$ cat config.mk
export PLATFORM = sky130hd
export DESIGN_NAME = uart_tx_cfg
export DESIGN_NICKNAME = d
export VERILOG_FILES = /design/src/rtl/uart_tx_cfg.sv
export SDC_FILE = /design/constraint.sdc
export NUM_CORES = 1
export LEC_CHECK = 0
export BUFFER_PORTS_ARGS = -buffer_cell sky130_fd_sc_hd__buf_2
export CORE_MARGIN = 2
export CORE_UTILIZATION = 58
export DETAILED_ROUTE_END_ITERATION = 12
export PLACE_DENSITY = 0.85
export SYNTH_ARGS = -nofsm -noshare
export SYNTH_HDL_FRONTEND = slang
export SYNTH_SLANG_ARGS = --single-unit
$ cat constraint.sdc
create_clock -name clk -period 6.9 [get_ports clk]
set_clock_uncertainty 0.1 [all_clocks]
set_input_delay 2.07 -clock clk [delete_from_list [all_inputs] [get_ports clk]]
set_output_delay 2.07 -clock clk [all_outputs]
set_load 0.005 [all_outputs]
$ cat src/rtl/uart_tx_cfg.sv
// -----------------------------------------------------------------------------
// uart_tx_cfg -- configurable UART transmitter
//
// Sends one asynchronous character per request with a selectable word length
// (5..8 bits), parity (none/even/odd/space), one or two stop bits and one of
// two baud rates. The frame settings are captured at acceptance so the host
// may change them freely while a frame is on the line. A request accepted
// during the last clock of the final stop bit chains straight into the next
// start bit, so rts stays high across a burst of characters.
//
// Ports
//   clk       in   system clock, all flops on the rising edge
//   rst       in   synchronous active-high reset
//   tx_data   in   character to send, LSB first (bits above word length ignored)
//   tx_valid  in   character request
//   tx_ready  out  character is accepted on a cycle with tx_valid & tx_ready
//   wlen      in   word length: 00=5, 01=6, 10=7, 11=8 bits
//   parity    in   00=none, 01=even, 10=odd, 11=space (always 0)
//   stop2     in   0 = one stop bit, 1 = two stop bits
//   baud_sel  in   1 = BAUD_FAST, 0 = BAUD_SLOW
//   busy      out  high while a frame is on the line
//   rts       out  high from the first start bit to the end of the last stop
//                  bit of a burst
//   txd       out  serial line, idle high
// -----------------------------------------------------------------------------
module uart_tx_cfg #(
  parameter int CLK_HZ    = 50_000_000,
  parameter int BAUD_FAST = 9600,
  parameter int BAUD_SLOW = 2400,
  parameter int DATA_W    = 8            // only 8 is supported
) (
  input  logic              clk,
  input  logic              rst,
  input  logic [DATA_W-1:0] tx_data,
  input  logic              tx_valid,
  output logic              tx_ready,
  input  logic [1:0]        wlen,
  input  logic [1:0]        parity,
  input  logic              stop2,
  input  logic              baud_sel,
  output logic              busy,
  output logic              rts,
  output logic              txd
);

  // Bit period in clock cycles, rounded to nearest.
  localparam int DIV_FAST = (CLK_HZ + BAUD_FAST / 2) / BAUD_FAST;
  localparam int DIV_SLOW = (CLK_HZ + BAUD_SLOW / 2) / BAUD_SLOW;
  localparam int DIV_MAX  = (DIV_FAST > DIV_SLOW) ? DIV_FAST : DIV_SLOW;
  localparam int CNT_W    = (DIV_MAX > 1) ? $clog2(DIV_MAX) : 1;

  localparam logic [CNT_W-1:0] LAST_FAST = CNT_W'(DIV_FAST - 1);
  localparam logic [CNT_W-1:0] LAST_SLOW = CNT_W'(DIV_SLOW - 1);

  localparam logic [2:0] S_IDLE   = 3'd0;
  localparam logic [2:0] S_START  = 3'd1;
  localparam logic [2:0] S_DATA   = 3'd2;
  localparam logic [2:0] S_PARITY = 3'd3;
  localparam logic [2:0] S_STOP   = 3'd4;

  logic [2:0]        state;
  logic [CNT_W-1:0]  cnt;          // cycle within the current bit period
  logic [2:0]        bit_idx;      // data bit being sent
  logic              stop_idx;     // stop bit being sent (0 or 1)
  logic [DATA_W-1:0] shreg;        // remaining data bits, current bit at [0]
  logic              par_acc;      // XOR of data bits already sent
  logic [1:0]        wlen_q;
  logic [1:0]        parity_q;
  logic              stop2_q;
  logic              baud_q;

  logic [CNT_W-1:0]  cnt_last;
  logic              bit_end;
  logic              data_last;
  logic              stop_last;
  logic              par_next;
  logic              par_bit;
  logic              accept;

  assign cnt_last  = baud_q ? LAST_FAST : LAST_SLOW;
  assign bit_end   = (cnt == cnt_last);

  // Word length 5..8 maps to last bit index 4..7, i.e. {1, wlen}.
  assign data_last = (bit_idx == {1'b1, wlen_q});
  assign stop_last = (stop_idx == stop2_q);

  // Parity over all sent data bits including the one currently on the line.
  assign par_next  = par_acc ^ shreg[0];

  // NOTE: every output of a combinational block gets a value on every path
  // (here through the default arm) so no latch is inferred.
  always_comb begin
    case (parity_q)
      2'b01:   par_bit = par_next;
      2'b10:   par_bit = ~par_next;
      default: par_bit = 1'b0;
    endcase
  end

  // Ready in IDLE and in the very last clock of the final stop bit, which is
  // what lets a burst run with no idle gap between frames.
  assign tx_ready = (state == S_IDLE) ||
                    ((state == S_STOP) && stop_last && bit_end);

  // rst has priority inside the flop block, so a request during reset is
  // never seen.
  assign accept = tx_valid && tx_ready;

  // NOTE: sequential state uses non-blocking assignments so every flop samples
  // the values from before the edge, independent of statement order.
  always_ff @(posedge clk) begin
    if (rst) begin
      state    <= S_IDLE;
      cnt      <= '0;
      bit_idx  <= '0;
      stop_idx <= 1'b0;
      shreg    <= '0;
      par_acc  <= 1'b0;
      wlen_q   <= '0;
      parity_q <= '0;
      stop2_q  <= 1'b0;
      baud_q   <= 1'b0;
      txd      <= 1'b1;
      busy     <= 1'b0;
      rts      <= 1'b0;
    end else if (accept) begin
      // New frame: capture settings and start the bit timer afresh so the
      // start bit lasts exactly one full period.
      state    <= S_START;
      cnt      <= '0;
      bit_idx  <= '0;
      stop_idx <= 1'b0;
      shreg    <= tx_data;
      par_acc  <= 1'b0;
      wlen_q   <= wlen;
      parity_q <= parity;
      stop2_q  <= stop2;
      baud_q   <= baud_sel;
      txd      <= 1'b0;
      busy     <= 1'b1;
      rts      <= 1'b1;
    end else begin
      // Bit timer runs only while a frame is on the line.
      if (state != S_IDLE) begin
        cnt <= bit_end ? '0 : cnt + 1'b1;
      end

      case (state)
        S_IDLE: begin
          txd  <= 1'b1;
          busy <= 1'b0;
          rts  <= 1'b0;
        end

        S_START: begin
          if (bit_end) begin
            state <= S_DATA;
            txd   <= shreg[0];
          end
        end

        S_DATA: begin
          if (bit_end) begin
            if (data_last) begin
              if (parity_q != 2'b00) begin
                state <= S_PARITY;
                txd   <= par_bit;
              end else begin
                state <= S_STOP;
                txd   <= 1'b1;
              end
              stop_idx <= 1'b0;
            end else begin
              bit_idx <= bit_idx + 3'd1;
              par_acc <= par_next;
              shreg   <= shreg >> 1;
              txd     <= shreg[1];
            end
          end
        end

        S_PARITY: begin
          if (bit_end) begin
            state    <= S_STOP;
            stop_idx <= 1'b0;
            txd      <= 1'b1;
          end
        end

        S_STOP: begin
          if (bit_end) begin
            if (!stop_last) begin
              stop_idx <= 1'b1;
            end else begin
              // Final stop bit over with no new request: end of burst.
              state <= S_IDLE;
              txd   <= 1'b1;
              busy  <= 1'b0;
              rts   <= 1'b0;
            end
          end
        end

        default: begin
          state <= S_IDLE;
          cnt   <= '0;
          txd   <= 1'b1;
          busy  <= 1'b0;
          rts   <= 1'b0;
        end
      endcase
    end
  end

endmodule

==> reports/qor.txt <==
Mapped Cells: 251
Fmax: 233 MHz
#FFs+latches synth: 39
Crit path largest cell delay: 370 ps
Seq/Total Area, Yosys: 35.9%
Dpl ws: 2940 ps
Stages on worst setup path: 5
Top-Level Pins: 21
Gp weighted congestion: 0.831
Worst EP arrival: 2120 ps
Area contributors post-synth: dfxtp_1 (36%), o211ai_1 (6.9%), nor2_1 (4.5%)
First-pass GRT wire length: 8.52 mm
CTS clk-pin slew, worst paths: 70 ps
ANT nets after route: 0
Slowest CP cell: nor4b_4
Worst Setup SP: cnt[7]$_SDFFE_PP0P_
Slew headroom: 50.0%
Hold WC Path Type: reg -> reg
Max-Cap Viols: 0
Final net count: 282
IO buf count: 20
Via count: 1955
Area of the die: 4250 µm²
Final setup viols: 0
Post-Place Cells: 304
Drt wl/cell: 15.9 µm
DRC errors left: 0
Cell accounting for the most synthesized area: dfxtp_1
Root Buffer: clkbuf_8
Clk sink count: 39
Buf/Inv on CP: 1
Crit path cell chain: nor4b_4, o2111a_1, nand4_2, a21oi_1, buf_2
Critical Path Start Type: flop
Setup ws final: 2610 ps
Number of flops mapped to enable cells by yosys: 0
Post-Route WL: 4.94 mm
Critical path class: reg -> out
Hpwl dp: 3.47 mm
Final period util: 62.2%
Pwr dens: 190 nW/µm²
DR vias/cell: 6.29
Initial Utilization: 59.8%
CTS H-tree depth: 2
Antenna cell count: 0
DRT iter0 DRCs: 132
Static Leak: 0.783 nW
Worst reg2reg path endpoint: cnt[11]$_SDFFE_PP0P_
CORE AREA: 3630 µm²
Critical Path Fanout Max: 16
Post-Layout Cell Count: 311
Max-slew violation count: 0
Share of the synthesized area in the top cell type: 35.9%
RSZ-0062 raised after global routing: no
Total CTS buffers: 5
Final min period: 4290 ps
Detailed Routing Iterations Pass 1: 5
Cell variety after synth: 52
Synth Net Count: 270
Yosys warns: 0
Hold Violations, Final: 0
Total gr overflow: 0
# rows: 22
Worst ir drop on vdd: 0.159 mV
Cell Area, Synth: 2170 µm²
Largest net degree at the start of global routing: 19
Layout area overhead: 7.83%
Setup bufs post-CTS: 0
Cell family with the largest share of critical-path delay: simple AND/OR/NAND/NOR gates
Die H: 65.2 µm
Maximum clock insertion buffer count: 2
Post-cts gate resize count: 0
Post-CTS Hold Fix Bufs: 0
Critical path required time: 4730 ps
Clock latency on the worst-skew pair: 290 ps
FF-to-FF path depth: 5
Async set-reset flop share out of synthesis: 0%
DIE WIDTH: 65.2 µm
Most common flop cell mapped by yosys: dfxtp_1
Measured slew at the worst slew-check pin: 744 ps
Syn avg cell area: 8.66 µm²
Share of cells above drive strength 1: 15.2%
Final setup TNS: 0 ps
CTS tree: built
GRT Util Overall: 25.6%
Setup crit end: tx_ready
CP endpoint kind: output pin
Status: finished, final reports clean
R2r startpoint: state[0]$_SDFFE_PP0P_
Initial antenna violation count: 0
R2r setup slk: 4230 ps
Number of global-route vias before repair: 1833
Fill cells: 334
[metrics by stage]
stage                     utilization (%)  hold WS (ps)  power (mW)  cell area, µm²
after floorplan                         -           347       0.282            2170
after global placement               62.1           360       0.295            2260
after detailed placement             62.1           370       0.297            2260
after CTS                            64.5           380       0.448            2340
after global routing                 64.5           411       0.465            2340
final                                64.5           380       0.446            2340
[registers in the layout, indices dropped and copies added, names as in the netlist]
name      cells
baud_q        1
bit_idx       3
cnt          15
par_acc       1
parity_q      2
rts           1
shreg         8
state         3
stop2_q       1
stop_idx      1
txd           1
wlen_q        2
[cell usage after synthesis, drive strengths merged (2+ instances only)]
master / count
o211ai: 20
mux2i: 4
xor2: 9
or2: 2
o2111ai: 7
ha: 2
inv: 7
a221oi: 2
nand2: 21
xnor2: 9
o21ai: 7
a31oi: 8
nor3: 7
or3: 4
a21oi: 14
nor4: 2
nand3: 8
buf: 5
a311oi: 3
dfxtp: 39
nand4: 6
nor2: 26
and3: 4
a211oi: 3
nor3b: 2
clkbuf: 10
nand4bb: 2
[logic make-up (layout without fill, tap and decap cells)]
family / Yosys count / in the layout / share of synthesized area [%]
AND/OR/NAND/NOR: 91 / 91 / 23.9
AO/OA/AOI/OAI: 73 / 73 / 24.4
buffers and inverters: 23 / 35 / 4.95
adder cells (fa/ha/maj): 2 / 2 / 1.15
multiplexers: 5 / 5 / 2.36
XOR/XNOR: 18 / 18 / 7.25
flip-flops: 39 / 39 / 35.9
[power by group]
part | switching, mW | leakage [nW] | internal, mW
combinational | 0.0320 | 0.419 | 0.0192
sequential | 0.00904 | 0.317 | 0.233
clock | 0.0743 | 0.0470 | 0.0784
[how the worst min path moves through the flow]
stage | slack (ps) | endpoint | cells after the start | startpoint
detailed placement | 370 | shreg[3]$_SDFFE_PP0P_ | 2 | shreg[4]$_SDFFE_PP0P_
finish | 380 | shreg[3]$_SDFFE_PP0P_ | 2 | shreg[4]$_SDFFE_PP0P_
global route | 410 | shreg[6]$_SDFFE_PP0P_ | 2 | shreg[7]$_SDFFE_PP0P_
CTS | 380 | shreg[2]$_SDFFE_PP0P_ | 2 | shreg[3]$_SDFFE_PP0P_
floorplan | 350 | shreg[3]$_SDFFE_PP0P_ | 2 | shreg[4]$_SDFFE_PP0P_
global placement | 360 | shreg[2]$_SDFFE_PP0P_ | 2 | shreg[3]$_SDFFE_PP0P_
[routing by layer]
metal  global-route usage, %  vias up  routed length (µm)
met1                    36.8      901                2260
met3                    4.97       11                 338
met5                       0        -                   0
met2                    38.4       77                2280
li1                        -      966                   -
met4                    8.85        0                  63
[layout by cell type, fill, tap and decap left out, types with 2 or more instances in the layout]
cell / instances
dfxtp_1: 39
nor2_1: 26
nand2_1: 21
o211ai_1: 20
buf_2: 20
a21oi_1: 14
xor2_1: 9
xnor2_1: 9
a31oi_1: 8
nand3_1: 8
nor3_1: 7
inv_1: 7
o2111ai_1: 6
o21ai_0: 6
clkbuf_8: 6
nand4_1: 5
or3_1: 4
mux2i_1: 4
and3_1: 3
a311oi_1: 3
a211oi_1: 3
or2_2: 2
nand4bb_1: 2
nor4_4: 2
a221oi_1: 2
ha_1: 2
[layout make-up]
| type | count | area [µm²] | share of cell area [%] |
|---|---|---|---|
| clock inverter | 1 | 5.00 | 0.214 |
| multi-input combinational | 189 | 1280 | 54.8 |
| clock buffer | 6 | 82.6 | 3.52 |
| timing repair buffer | 20 | 100 | 4.27 |
| sequential | 39 | 781 | 33.3 |
| inverter | 8 | 30.0 | 1.28 |
| tap | 48 | 60.1 | 2.56 |
[tightest hold or removal path, stage by stage, from the launching register on]
cell	delay, ps
dfxtp_1	310
nand2_1	60
a31oi_1	60
Power figures use the tool's default switching activity.
